===== src/rtl/seq_load_unit_if.sv =====
// Bus bundle for seq_load_unit.
// Groups the AXI R beat, the per-beat control (txn), the request meta stream
// and the buffer drain port towards the shuffle unit.
//   slave  : the load unit side (consumes R/txn/meta, produces out/buf_cnt)
//   master : the environment side (AXI, sequencer, shuffle unit)
interface seq_load_unit_if #(
  parameter int unsigned NrLanes      = 4,
  parameter int unsigned Dlen         = 64,
  parameter int unsigned AxiDataWidth = 128,
  parameter int unsigned NrBufs       = 2
);
  localparam int unsigned BusNbs = AxiDataWidth / 4;
  localparam int unsigned BufNbs = Dlen / 4 * NrLanes;
  localparam int unsigned BW     = $clog2(BusNbs);

  // AXI R channel
  logic                      r_valid;
  logic                      r_ready;
  logic [AxiDataWidth-1:0]   r_data;
  // beat control, consumed together with the R beat
  logic                      txn_valid;
  logic                      txn_ready;
  logic                      txn_head;
  logic                      txn_final;
  logic [7:0]                txn_rmn_beat;
  logic [BW-1:0]             txn_off;
  logic [BW:0]               txn_lbn;
  logic                      txn_gather;
  // request meta
  logic                      meta_valid;
  logic                      meta_ready;
  logic [15:0]               meta_vstart;
  logic [1:0]                meta_sew;
  // drain towards the shuffle unit
  logic                      out_valid;
  logic                      out_ready;
  logic [BufNbs*4-1:0]       out_nb;
  logic [BufNbs-1:0]         out_en;
  logic [$clog2(NrBufs):0]   buf_cnt;

  modport master (
    output r_valid, r_data,
    output txn_valid, txn_head, txn_final, txn_rmn_beat, txn_off, txn_lbn, txn_gather,
    output meta_valid, meta_vstart, meta_sew,
    output out_ready,
    input  r_ready, txn_ready, meta_ready, out_valid, out_nb, out_en, buf_cnt
  );

  modport slave (
    input  r_valid, r_data,
    input  txn_valid, txn_head, txn_final, txn_rmn_beat, txn_off, txn_lbn, txn_gather,
    input  meta_valid, meta_vstart, meta_sew,
    input  out_ready,
    output r_ready, txn_ready, meta_ready, out_valid, out_nb, out_en, buf_cnt
  );
endinterface


===== src/rtl/seq_load_unit.sv =====
// Sequential load data controller.
// Packs nibbles of AXI R beats into a ring of NrBufs lane-wide buffers that
// drain to the shuffle unit. Serial mode streams the valid nibble window of
// each beat; gather mode takes one element per beat. A request only starts
// once its meta (start pointer, sew) is available in the meta FIFO.
// Ports:
//   clk_i  : clock
//   rst_ni : asynchronous active-low reset
//   bus    : seq_load_unit_if.slave (R, txn, meta, out, buf_cnt)
module seq_load_unit #(
  parameter int unsigned NrLanes      = 4,
  parameter int unsigned Dlen         = 64,
  parameter int unsigned AxiDataWidth = 128,
  parameter int unsigned NrBufs       = 2,   // power of 2, >= 2
  parameter int unsigned InfoDepth    = 4    // power of 2, >= 2
) (
  input logic            clk_i,
  input logic            rst_ni,
  seq_load_unit_if.slave bus
);
  localparam int unsigned BusNbs = AxiDataWidth / 4;
  localparam int unsigned BufNbs = Dlen / 4 * NrLanes;
  localparam int unsigned PW     = $clog2(BufNbs);
  localparam int unsigned BW     = $clog2(BusNbs);
  localparam int unsigned CW     = ((PW > BW) ? PW : BW) + 2;  // room for sums
  localparam int unsigned QW     = $clog2(NrBufs);
  localparam int unsigned IW     = $clog2(InfoDepth);

  typedef enum logic [1:0] {IDLE, SERIAL, GATHER} state_e;

  // ---------------- meta FIFO ----------------
  logic [PW-1:0] info_ptr_mem [InfoDepth];
  logic [1:0]    info_sew_mem [InfoDepth];
  logic [IW:0]   info_wr_reg, info_rd_reg;
  logic          info_full, info_empty, info_push, info_pop;
  logic          live_reg;  // keeps meta_ready low while in reset
  logic [31:0]   meta_shift;

  assign info_empty = (info_wr_reg == info_rd_reg);
  assign info_full  = (info_wr_reg[IW] != info_rd_reg[IW]) &&
                      (info_wr_reg[IW-1:0] == info_rd_reg[IW-1:0]);
  assign bus.meta_ready = live_reg && !info_full;
  assign info_push  = bus.meta_valid && bus.meta_ready;
  assign meta_shift = (32'(bus.meta_vstart) << bus.meta_sew) << 1;

  always_ff @(posedge clk_i) begin
    if (info_push) begin
      info_ptr_mem[info_wr_reg[IW-1:0]] <= meta_shift[PW-1:0];
      info_sew_mem[info_wr_reg[IW-1:0]] <= bus.meta_sew;
    end
  end

  always_ff @(posedge clk_i or negedge rst_ni) begin
    if (!rst_ni) begin
      info_wr_reg <= '0;
      info_rd_reg <= '0;
      live_reg    <= 1'b0;
    end else begin
      live_reg <= 1'b1;
      if (info_push) info_wr_reg <= info_wr_reg + 1'b1;
      if (info_pop)  info_rd_reg <= info_rd_reg + 1'b1;
    end
  end

  // ---------------- buffer ring pointers ----------------
  logic [QW:0]   enq_ptr_reg, deq_ptr_reg, count;
  logic          full, enq, deq;
  logic [QW-1:0] enq_idx, deq_idx;

  assign count   = enq_ptr_reg - deq_ptr_reg;
  assign full    = (count == (QW+1)'(NrBufs));
  assign enq_idx = enq_ptr_reg[QW-1:0];
  assign deq_idx = deq_ptr_reg[QW-1:0];
  assign deq     = bus.out_valid && bus.out_ready;

  // ---------------- FSM ----------------
  state_e        state_reg, state_next;
  logic [PW-1:0] seq_ptr_reg, seq_ptr_next;
  logic [BW:0]   bus_cnt_reg, bus_cnt_next;
  logic [1:0]    sew_reg, sew_next;
  logic          beat_ok, final_beat, consume, wr_en;
  logic [CW-1:0] lo, hi, avail, space, elem, seq_ext, wr_cnt, src_base;

  assign beat_ok    = bus.r_valid && bus.txn_valid && !full;
  assign final_beat = bus.txn_final && (bus.txn_rmn_beat == 8'd0);
  assign seq_ext    = CW'(seq_ptr_reg);
  assign lo         = bus.txn_head ? CW'(bus.txn_off) : '0;
  assign hi         = (bus.txn_rmn_beat == 8'd0) ? CW'(bus.txn_lbn) : CW'(BusNbs);
  assign avail      = hi - lo - CW'(bus_cnt_reg);
  assign space      = CW'(BufNbs) - seq_ext;
  assign elem       = CW'(2) << sew_reg;
  assign bus.r_ready   = consume;
  assign bus.txn_ready = consume;

  always_ff @(posedge clk_i or negedge rst_ni) begin
    if (!rst_ni) begin
      state_reg   <= IDLE;
      seq_ptr_reg <= '0;
      bus_cnt_reg <= '0;
      sew_reg     <= '0;
      enq_ptr_reg <= '0;
      deq_ptr_reg <= '0;
    end else begin
      state_reg   <= state_next;
      seq_ptr_reg <= seq_ptr_next;
      bus_cnt_reg <= bus_cnt_next;
      sew_reg     <= sew_next;
      if (enq) enq_ptr_reg <= enq_ptr_reg + 1'b1;
      if (deq) deq_ptr_reg <= deq_ptr_reg + 1'b1;
    end
  end

  always_comb begin
    state_next   = state_reg;
    seq_ptr_next = seq_ptr_reg;
    bus_cnt_next = bus_cnt_reg;
    sew_next     = sew_reg;
    info_pop     = 1'b0;
    consume      = 1'b0;
    wr_en        = 1'b0;
    enq          = 1'b0;
    wr_cnt       = '0;
    src_base     = '0;
    case (state_reg)
      IDLE: begin
        // one bubble per request: meta is loaded, no beat taken
        if (bus.txn_valid && !info_empty) begin
          info_pop     = 1'b1;
          seq_ptr_next = info_ptr_mem[info_rd_reg[IW-1:0]];
          sew_next     = info_sew_mem[info_rd_reg[IW-1:0]];
          bus_cnt_next = '0;
          state_next   = bus.txn_gather ? GATHER : SERIAL;
        end
      end
      SERIAL: begin
        if (beat_ok) begin
          wr_en    = 1'b1;
          src_base = lo + CW'(bus_cnt_reg);
          if (avail > space) begin
            // beat overflows the buffer: fill it, keep the beat for the rest
            wr_cnt       = space;
            bus_cnt_next = (BW+1)'(CW'(bus_cnt_reg) + space);
            enq          = 1'b1;
            seq_ptr_next = '0;
          end else begin
            wr_cnt       = avail;
            consume      = 1'b1;
            bus_cnt_next = '0;
            seq_ptr_next = PW'(seq_ext + avail);
            if (avail == space || final_beat) begin
              enq          = 1'b1;
              seq_ptr_next = '0;
            end
            if (final_beat) state_next = IDLE;
          end
        end
      end
      GATHER: begin
        if (beat_ok) begin
          wr_en        = 1'b1;
          wr_cnt       = elem;
          src_base     = CW'(bus.txn_off);
          consume      = 1'b1;
          seq_ptr_next = PW'(seq_ext + elem);
          if (seq_ext + elem == CW'(BufNbs) || final_beat) begin
            enq          = 1'b1;
            seq_ptr_next = '0;
          end
          if (final_beat) state_next = IDLE;
        end
      end
      default: state_next = IDLE;
    endcase
  end

  // ---------------- write datapath ----------------
  // bus_shift nibble j = bus nibble src_base+j; placed aligns it to the
  // buffer width, then it is rotated up to seq_ptr.
  logic [AxiDataWidth-1:0] bus_shift;
  logic [BufNbs*4-1:0]     placed, wr_nb, nib_mask;
  logic [BufNbs:0]         ones_ext;
  logic [BufNbs-1:0]       wr_mask;

  assign bus_shift = bus.r_data >> {src_base, 2'b00};
  assign wr_nb     = placed << {seq_ptr_reg, 2'b00};
  assign ones_ext  = ((BufNbs+1)'(1) << wr_cnt) - 1'b1;
  assign wr_mask   = ones_ext[BufNbs-1:0] << seq_ptr_reg;

  for (genvar gi = 0; gi < BufNbs; gi++) begin : g_nib
    if (gi < BusNbs) begin : g_src
      assign placed[gi*4 +: 4] = bus_shift[gi*4 +: 4];
    end else begin : g_zero
      assign placed[gi*4 +: 4] = 4'h0;
    end
    assign nib_mask[gi*4 +: 4] = {4{wr_mask[gi]}};
  end

  // ---------------- buffer ring storage ----------------
  logic [BufNbs*4-1:0] buf_nb_reg [NrBufs];
  logic [BufNbs-1:0]   buf_en_reg [NrBufs];

  for (genvar gi = 0; gi < NrBufs; gi++) begin : g_buf
    always_ff @(posedge clk_i or negedge rst_ni) begin
      if (!rst_ni) begin
        buf_nb_reg[gi] <= '0;
        buf_en_reg[gi] <= '0;
      end else if (deq && deq_idx == QW'(gi)) begin
        buf_nb_reg[gi] <= '0;
        buf_en_reg[gi] <= '0;
      end else if (wr_en && enq_idx == QW'(gi)) begin
        buf_nb_reg[gi] <= (buf_nb_reg[gi] & ~nib_mask) | (wr_nb & nib_mask);
        buf_en_reg[gi] <= buf_en_reg[gi] | wr_mask;
      end
    end
  end

  assign bus.out_valid = (count != '0);
  assign bus.out_nb    = buf_nb_reg[deq_idx];
  assign bus.out_en    = buf_en_reg[deq_idx];
  assign bus.buf_cnt   = count;

  gather_off_a: assert property (@(posedge clk_i) disable iff (!rst_ni)
    (state_reg == GATHER && beat_ok) |-> (CW'(bus.txn_off) + elem <= CW'(BusNbs)));
endmodule


===== src/flat_wrapper.sv =====
// flat-port wrapper written by rule: the top's interface ports become plain ports
module seq_load_unit_flat 
#(
  parameter int unsigned NrLanes      = 4,
  parameter int unsigned Dlen         = 64,
  parameter int unsigned AxiDataWidth = 128,
  parameter int unsigned NrBufs       = 2,                      
  parameter int unsigned InfoDepth    = 4                       
)
  (clk_i, rst_ni, bus_r_valid, bus_r_data, bus_txn_valid, bus_txn_head, bus_txn_final, bus_txn_rmn_beat, bus_txn_off, bus_txn_lbn, bus_txn_gather, bus_meta_valid, bus_meta_vstart, bus_meta_sew, bus_out_ready, bus_r_ready, bus_txn_ready, bus_meta_ready, bus_out_valid, bus_out_nb, bus_out_en, bus_buf_cnt);
  seq_load_unit_if #(.NrLanes(NrLanes), .Dlen(Dlen), .AxiDataWidth(AxiDataWidth), .NrBufs(NrBufs)) bus_i ();
  input logic clk_i;
  input logic rst_ni;
  input wire logic [$bits(bus_i.r_valid)-1:0] bus_r_valid;
  input wire logic [$bits(bus_i.r_data)-1:0] bus_r_data;
  input wire logic [$bits(bus_i.txn_valid)-1:0] bus_txn_valid;
  input wire logic [$bits(bus_i.txn_head)-1:0] bus_txn_head;
  input wire logic [$bits(bus_i.txn_final)-1:0] bus_txn_final;
  input wire logic [$bits(bus_i.txn_rmn_beat)-1:0] bus_txn_rmn_beat;
  input wire logic [$bits(bus_i.txn_off)-1:0] bus_txn_off;
  input wire logic [$bits(bus_i.txn_lbn)-1:0] bus_txn_lbn;
  input wire logic [$bits(bus_i.txn_gather)-1:0] bus_txn_gather;
  input wire logic [$bits(bus_i.meta_valid)-1:0] bus_meta_valid;
  input wire logic [$bits(bus_i.meta_vstart)-1:0] bus_meta_vstart;
  input wire logic [$bits(bus_i.meta_sew)-1:0] bus_meta_sew;
  input wire logic [$bits(bus_i.out_ready)-1:0] bus_out_ready;
  output wire logic [$bits(bus_i.r_ready)-1:0] bus_r_ready;
  output wire logic [$bits(bus_i.txn_ready)-1:0] bus_txn_ready;
  output wire logic [$bits(bus_i.meta_ready)-1:0] bus_meta_ready;
  output wire logic [$bits(bus_i.out_valid)-1:0] bus_out_valid;
  output wire logic [$bits(bus_i.out_nb)-1:0] bus_out_nb;
  output wire logic [$bits(bus_i.out_en)-1:0] bus_out_en;
  output wire logic [$bits(bus_i.buf_cnt)-1:0] bus_buf_cnt;
  assign bus_i.r_valid = bus_r_valid;
  assign bus_i.r_data = bus_r_data;
  assign bus_i.txn_valid = bus_txn_valid;
  assign bus_i.txn_head = bus_txn_head;
  assign bus_i.txn_final = bus_txn_final;
  assign bus_i.txn_rmn_beat = bus_txn_rmn_beat;
  assign bus_i.txn_off = bus_txn_off;
  assign bus_i.txn_lbn = bus_txn_lbn;
  assign bus_i.txn_gather = bus_txn_gather;
  assign bus_i.meta_valid = bus_meta_valid;
  assign bus_i.meta_vstart = bus_meta_vstart;
  assign bus_i.meta_sew = bus_meta_sew;
  assign bus_i.out_ready = bus_out_ready;
  assign bus_r_ready = bus_i.r_ready;
  assign bus_txn_ready = bus_i.txn_ready;
  assign bus_meta_ready = bus_i.meta_ready;
  assign bus_out_valid = bus_i.out_valid;
  assign bus_out_nb = bus_i.out_nb;
  assign bus_out_en = bus_i.out_en;
  assign bus_buf_cnt = bus_i.buf_cnt;
  seq_load_unit #(.NrLanes(NrLanes), .Dlen(Dlen), .AxiDataWidth(AxiDataWidth), .NrBufs(NrBufs), .InfoDepth(InfoDepth)) u_core (.clk_i(clk_i), .rst_ni(rst_ni), .bus(bus_i));
endmodule

===== config.mk =====
export PLATFORM = sky130hd
export DESIGN_NAME = seq_load_unit_flat
export DESIGN_NICKNAME = d
export VERILOG_FILES = /design/src/rtl/seq_load_unit_if.sv /design/src/rtl/seq_load_unit.sv /design/src/flat_wrapper.sv
export SDC_FILE = /design/constraint.sdc
export NUM_CORES = 2
export LEC_CHECK = 0
export BUFFER_PORTS_ARGS = -buffer_cell sky130_fd_sc_hd__buf_2
export CORE_UTILIZATION = 50
export CTS_CLUSTER_DIAMETER = 100
export DETAILED_ROUTE_END_ITERATION = 8
export GPL_TIMING_DRIVEN = 0
export PLACE_DENSITY = 0.81
export REMOVE_ABC_BUFFERS = 1
export SLEW_MARGIN = 20
export SYNTH_ARGS = -nofsm -noshare
export SYNTH_HDL_FRONTEND = slang
export SYNTH_SLANG_ARGS = --single-unit
export TNS_END_PERCENT = 10

===== constraint.sdc =====
create_clock -name clk_i -period 28.7 [get_ports clk_i]
set_input_delay 2.87 -clock clk_i [delete_from_list [all_inputs] [get_ports clk_i]]
set_output_delay 2.87 -clock clk_i [all_outputs]
set_load 0.05 [all_outputs]

; Word-level counts from Yosys, hierarchy flattened
; Memory sizes are Yosys's and may differ from the RTL's. A register that Yosys moved wholly into a read port is not among the register bits.
; Cells that the tools add are included.
[op_classes]
n_reduce_logical = 30
mux = 56
eq_ne = 12
n_lt_le_gt_ge = 2
n_bitwise = 11
add_sub_neg = 13
shifts = 6
[ops]
columns = cell, count
row1 = $mux 256, 7
row2 = $and 256x256->256, 3
row3 = $or 256x256->256, 2
row4 = $mux 64, 7
row5 = $not 256->256, 1
row6 = $shl 128x8->256, 1
row7 = $or 64x64->64, 2
row8 = $shr 128x10->128, 1
row9 = $shl 1x8->64 const A, 1
row10 = $shl 64x6->64, 1
row11 = $sub 64x1->64 const B, 1
row12 = $mux 6, 10
row13 = $mux 8, 4
row14 = $pmux 8 s2, 2
row15 = $pmux 6 s3, 1
row16 = $shl 16x2->5, 1
row17 = $mux 1, 13
row18 = $add 6x6->6, 2
row19 = $logic_and 1x1->1, 12
row20 = $mux 2, 6
row21 = $pmux 6 s2, 1
row22 = $mux 5, 2
row23 = $add 6x8->8, 1
row24 = $add 8x6->8, 1
row25 = other kinds (32), 47
[word_totals]
mem_bits_rw = 28
wordCells = 144
register_bits = 665
in_bits = 174
memories = 2
output_inout_bits = 326
[memory_table]
columns = name, words, width, rd, rd_ports_with_merged_regs, write_ports, line
row1 = u_core.info_ptr_mem, 4, 5, 1, 0, 1, seq_load_unit.sv:32  ; logic [PW-1:0] info_ptr_mem [InfoDepth];
row2 = u_core.info_sew_mem, 4, 2, 1, 1, 1, seq_load_unit.sv:33  ; logic [1:0] info_sew_mem [InfoDepth];

; Longest topological paths before layout
[depth]
ltp_word = 16
ltp_mapped = 38
ltp_nobuf = 32

; Worst setup path after synthesis
; No wires, ideal clock.
[synth_path]
path_type = in2reg
start = in bus_txn_rmn_beat[5]
end = reg u_core.buf_nb_reg[225] (netlist name)
stages = 33
path_buffers = 2
t_required_ns = 28.606
slack_ns = 17.456
t_arrival_ns = 11.150
setup_ns = 0.094
path_cell_list = or4_4 > nor2_1 > and2_1 > fa_1 > ha_1 > nand3_1 > o31ai_2 > a211oi_1 > nor3_1 > ha_1 > nand3_1 > or3_1 > o211ai_1 > clkbuf_1 > nand2_2 > o211a_2 > buf_2 > nand2_1 > nor3_1 > inv_1 > ha_1 > inv_1 > a41oi_1 > a21boi_1 > nand3_1 > nor4_2 > xor2_1 > mux2_2 > mux4_2 > a211o_1 > nor4_4 > nor2_1 > a211oi_1
[synth_between]
elab_chain_cells = 16
elab_cells_between_ends = 17
cone_classes = add/sub (3) / order compare (1) / shift (2) / mux (6) / bitwise (4) / reduce/logical (1)
[synth_rtl]
columns = item, line
row1 = "start, declared", flat_wrapper.sv:19  ; input wire logic [$bits(bus_i.txn_rmn_beat)-1:0] bus_txn_rmn_beat;
row2 = $logic_not 8->1 (*), seq_load_unit.sv:88  ; assign hi = (bus.txn_rmn_beat == 8'd0) ? CW'(bus.txn_lbn) : CW'(BusNbs);
row3 = $mux 6 (*), seq_load_unit.sv:88
row4 = $sub 8x8->8 (*), seq_load_unit.sv:89  ; assign avail = hi - lo - CW'(bus_cnt_reg);
row5 = $sub 8x6->8 (*), seq_load_unit.sv:89
row6 = $gt 8x8->1, seq_load_unit.sv:139  ; if (avail > space) begin
row7 = $mux 8 (*), seq_load_unit.sv:139
row8 = $mux 8 (*), seq_load_unit.sv:136  ; if (beat_ok) begin
row9 = $pmux 8 s2 (*), seq_load_unit.sv:124  ; case (state_reg)
row10 = $shl 1x8->64 (*), seq_load_unit.sv:186  ; assign ones_ext = ((BufNbs+1)'(1) << wr_cnt) - 1'b1;
row11 = $sub 64x1->64 (*), seq_load_unit.sv:186
row12 = $shl 64x6->64 (*), seq_load_unit.sv:187  ; assign wr_mask = ones_ext[BufNbs-1:0] << seq_ptr_reg;
row13 = $not 256->256, seq_load_unit.sv:211  ; buf_nb_reg[gi] <= (buf_nb_reg[gi] & ~nib_mask) | (wr_nb & nib_mask);
row14 = $and 256x256->256, seq_load_unit.sv:211
row15 = $or 256x256->256 (*), seq_load_unit.sv:211
row16 = $mux 256 (*), seq_load_unit.sv:210  ; end else if (wr_en && enq_idx == QW'(gi)) begin
row17 = $mux 256 (*), seq_load_unit.sv:207  ; end else if (deq && deq_idx == QW'(gi)) begin
row18 = "end signal, assigned by index", seq_load_unit.sv:211
row19 = "end, declared", seq_load_unit.sv:199  ; logic [BufNbs*4-1:0] buf_nb_reg [NrBufs];
; Every way passes the cells marked *; elsewhere a longest branch is shown, timed or not. The select of a mux whose other input is x is not followed.
; A chain may end at the register's enable or synchronous reset.

; Worst setup path in the final report
[layout_path]
start = in bus_txn_rmn_beat[5]
end = reg u_core.buf_nb_reg[487] (netlist name)
; The elaborated chain is that of the path after synthesis.

==> results by group <==
Timing
  • Highest clock frequency the design can meet: 0.07145 GHz
  • Max_slew headroom: 0.09777
  • Actual transition at the worst max-transition pin: 1.353 ns
  • Count of final setup violators: 0
  • Hold violation total from the final report: 0
  • Number of slew-limit violations in the final report: 0
  • Clock tree skew after final layout: 0.03096 ns
  • Post-layout minimum cycle time: 14.00 ns
  • Final period util: 0.4877
  • Setup repair after global routing missed its margin: false

Placement
  • Total instance count after detailed placement: around 8000
  • HPWL after DPL: 208600 µm
  • Routability congestion estimate from global placement: ~1.1
  • Port bufs: 488

Route
  • Average via count per standard cell: 7.293
  • Vias post-DR: 60870
  • Post-detailed-route wirelength per cell: 33.37 µm
  • Remaining routing DRC violations: 8
  • Pre-antenna DRT Iters: 9
  • Total Routed Length: 278600 µm
  • Initial DRC Count: between 9000 and 10000
  • Antenna Nets Post-Route: 0

Synth
  • Post-Synthesis Cells: 6675
  • Main area contributors after synthesis: dfrtp_1 (30%), mux2i_1 (12%), mux2_2 (7.6%)
  • Share of Yosys cell area claimed by the top area cell type: 0.2965
  • Cell accounting for the most synthesized area: dfrtp_1
  • Dominant synthesized flop cell: dfrtp_1
  • Count of different cell masters after synthesis: 118
  • Flip-flop and latch count after synthesis: 695
  • Fraction of registers with async set or reset after synthesis: 0.9597
  • Proportion of synthesized chip area in sequential cells: 0.3114
  • Cell area after technology mapping: 0.05629 mm²
  • Average cell area after synthesis: 8.433 µm²
  • Count of yosys warnings during synthesis: 0
  • Number of enable-type register cells in the synthesized netlist: 28

Clock network
  • Clock latency on the worst-skew pair: 0.68 ns
  • Clock net sink count: 695
  • Clock tree root buffer cell: clkbuf_16
  • Level count of the clock H-tree: 3
  • Clock input transition at the sequential cells of the worst setup and hold paths: 0.07 ns
  • TritonCTS clock tree: built
  • Number of buffers created by CTS: 73
  • Hold-fix buffers at CTS: 0
  • Maximum buffer depth of the clock tree: 3
  • Number of setup buffers added after CTS: 0
  • Post-CTS Resized: 0

Critical path
  • Arrival time of the worst setup path: 14.57 ns
  • Minimum setup slack among reg-to-reg paths: 17.01 ns
  • Startpoint kind of the worst setup timing path: input pin
  • RR Startpoint: u_core.seq_ptr_reg[0]$_DFFE_PN0P_
  • Max stage delay on crit path: 0.99 ns
  • Required time at the worst-slack endpoint: 29.27 ns
  • Cell depth of the worst flop-to-flop path: 28
  • Slowest library cell on the worst path: a2111oi_1
  • Startpoint-to-endpoint class of the critical path: input pin to register
  • Peak fanout along the critical path: 16
  • FF-to-FF End: u_core.buf_nb_reg[487]$_DFFE_PN0P_
  • Type of destination of the critical path: register

Global routing
  • Vias in the first global route: ~57000
  • First-pass GRT wire length: 396900 µm
  • Remaining global-route overflow: 0
  • Gr usage total: 0.4734
  • Antenna violations before repair: 13
  • Pin count of the biggest net entering global routing: 104

Layout
  • Area growth from synthesis to layout: 13.76%
  • Top library cells by usage in the layout, fill and taps aside: nor2_1 (802), dfrtp_1 (660), mux2i_1 (650), nand2_1 (597), buf_2 (491)
  • Flip-flop count of the largest register after layout: 512
  • Number of filler instances in the final layout: approximately 9600
  • Share of cells above drive strength 1: 0.1996
  • Nets@finish: 7023
  • Commonest non-fill, non-tap cell in the layout: nor2_1
  • Final cell count without fillers: between 8000 and 9000

Die
  • Starting Density: 0.5066
  • Total Die Area: 0.1139 mm²
  • Chip Width: 337.5 µm
  • Total core area: around 0.11 mm²
  • Count of pins on the block boundary: 500
  • Standard-cell rows: 122
  • Overall die height: 337.5 µm

Hold path
  • Worst-case hold path end point: u_core.buf_nb_reg[210]$_DFFE_PN0P_
  • Hold path startpoint: u_core.buf_nb_reg[210]$_DFFE_PN0P_
  • Hold Crit Class: register to register
  • Cell depth of the worst min-delay path: 1

Pwr
  • Power density of the placed cells: 119.0 mW/mm²
  • Reported leakage power: 29.88 nW
  • VDD IR max: about 0.093 mV
  • Post-layout total power: 0.007618 W

Outcome
  • Failing checks: design-rule violations
  • Outcome: complete, but fails checks

Job
  • Number of max-cap violations: 0
worst max-delay path: cells and delay by family:
family | cells | cell delay [ns]
buffers and inverters | 4 | 0.62
AO/OA/AOI/OAI | 11 | 5.19
adder cells (fa/ha/maj) | 4 | 1.48
AND/OR/NAND/NOR | 13 | 4.13
XOR/XNOR | 1 | 0.25
cell families after synthesis:
| logic type | count (synthesis) | share of synthesized area |
|---|---|---|
| compound gates | 1911 | 0.2356 |
| xor+xnor | 41 | 0.006757 |
| fa+ha+maj | 57 | 0.01387 |
| buf+inv | 699 | 0.04970 |
| flops | 695 | 0.3114 |
| mux | 1068 | 0.2055 |
| other cells | 1 | 0.00006662 |
| simple gates | 2203 | 0.1771 |
final cells by class:
cell class,instances,area [µm²],share of cell area
diodes,9,22.52,0.0003517
clock buffers,111,2191,0.03421
flip-flops and latches,695,17560,0.2742
multi-input cells,5281,36520,0.5703
clock inverters,22,304.0,0.004748
repair buffers,612,5061,0.07903
inverters,129,519.2,0.008108
well taps,1488,1862,0.02907
Yosys cell counts, types with 57 or more instances:
cell type	number
a211oi_1	223
a21oi_1	424
a22oi_1	64
buf_1	83
buf_2	61
clkbuf_1	406
dfrtp_1	667
inv_1	126
mux2_2	382
mux2i_1	654
nand2_1	605
nand3_1	228
nor2_1	833
nor3_1	169
nor4_1	94
o21a_1	57
o21ai_0	333
o22ai_1	98
worst max-delay path by stage:
stage	startpoint	end	slack, ns	depth (start not counted)
after floorplan	u_core.deq_ptr_reg[0]$_DFFE_PN0P_	u_core.buf_nb_reg[424]$_DFFE_PN0P_	4.50	2
after global placement	u_core.deq_ptr_reg[0]$_DFFE_PN0P_	u_core.buf_nb_reg[427]$_DFFE_PN0P_	-32.54	2
after detailed placement	bus_txn_rmn_beat[5]	u_core.buf_nb_reg[487]$_DFFE_PN0P_	14.44	33
after CTS	bus_txn_rmn_beat[5]	u_core.buf_nb_reg[487]$_DFFE_PN0P_	15.06	33
after global routing	bus_txn_rmn_beat[5]	u_core.buf_nb_reg[487]$_DFFE_PN0P_	14.40	33
final	bus_txn_rmn_beat[5]	u_core.buf_nb_reg[487]$_DFFE_PN0P_	14.70	33
stage by stage:
step                TNS (ns)    util  hold WS [ns]  instance area (µm²)  worst slack [ns]
floorplan                  0       -        0.4482                53980             4.498
global placement    -7549.85  0.5245        0.4622                58280            -32.54
detailed placement         0  0.5531        0.4741                61470             14.44
CTS                        0  0.5756        0.4869                63960             15.06
global route               0  0.5761        0.5004                64020             14.40
finish                     0  0.5763        0.4838                64040             14.70
per-layer routing:
layer	wire length [µm]	share of wire	track usage	vias to the layer above
met5	544	0.0020	0.01106	-
met4	21760	0.078	0.3045	16
met3	35600	0.13	0.1519	1147
met2	118400	0.43	0.7042	4729
met1	102300	0.37	0.5887	29720
li1	-	-	-	25260
power breakdown:
| group | leakage (nW) | internal (W) | total, W | switching (W) |
|---|---|---|---|---|
| logic | 19.2 | 0.00146 | 0.00527 | 0.00381 |
| registers | 9.46 | 0.00117 | 0.00135 | 0.000177 |
| clock network | 1.23 | 0.000576 | 0.000996 | 0.000420 |
Note: power is estimated with default switching activity, not from simulation.
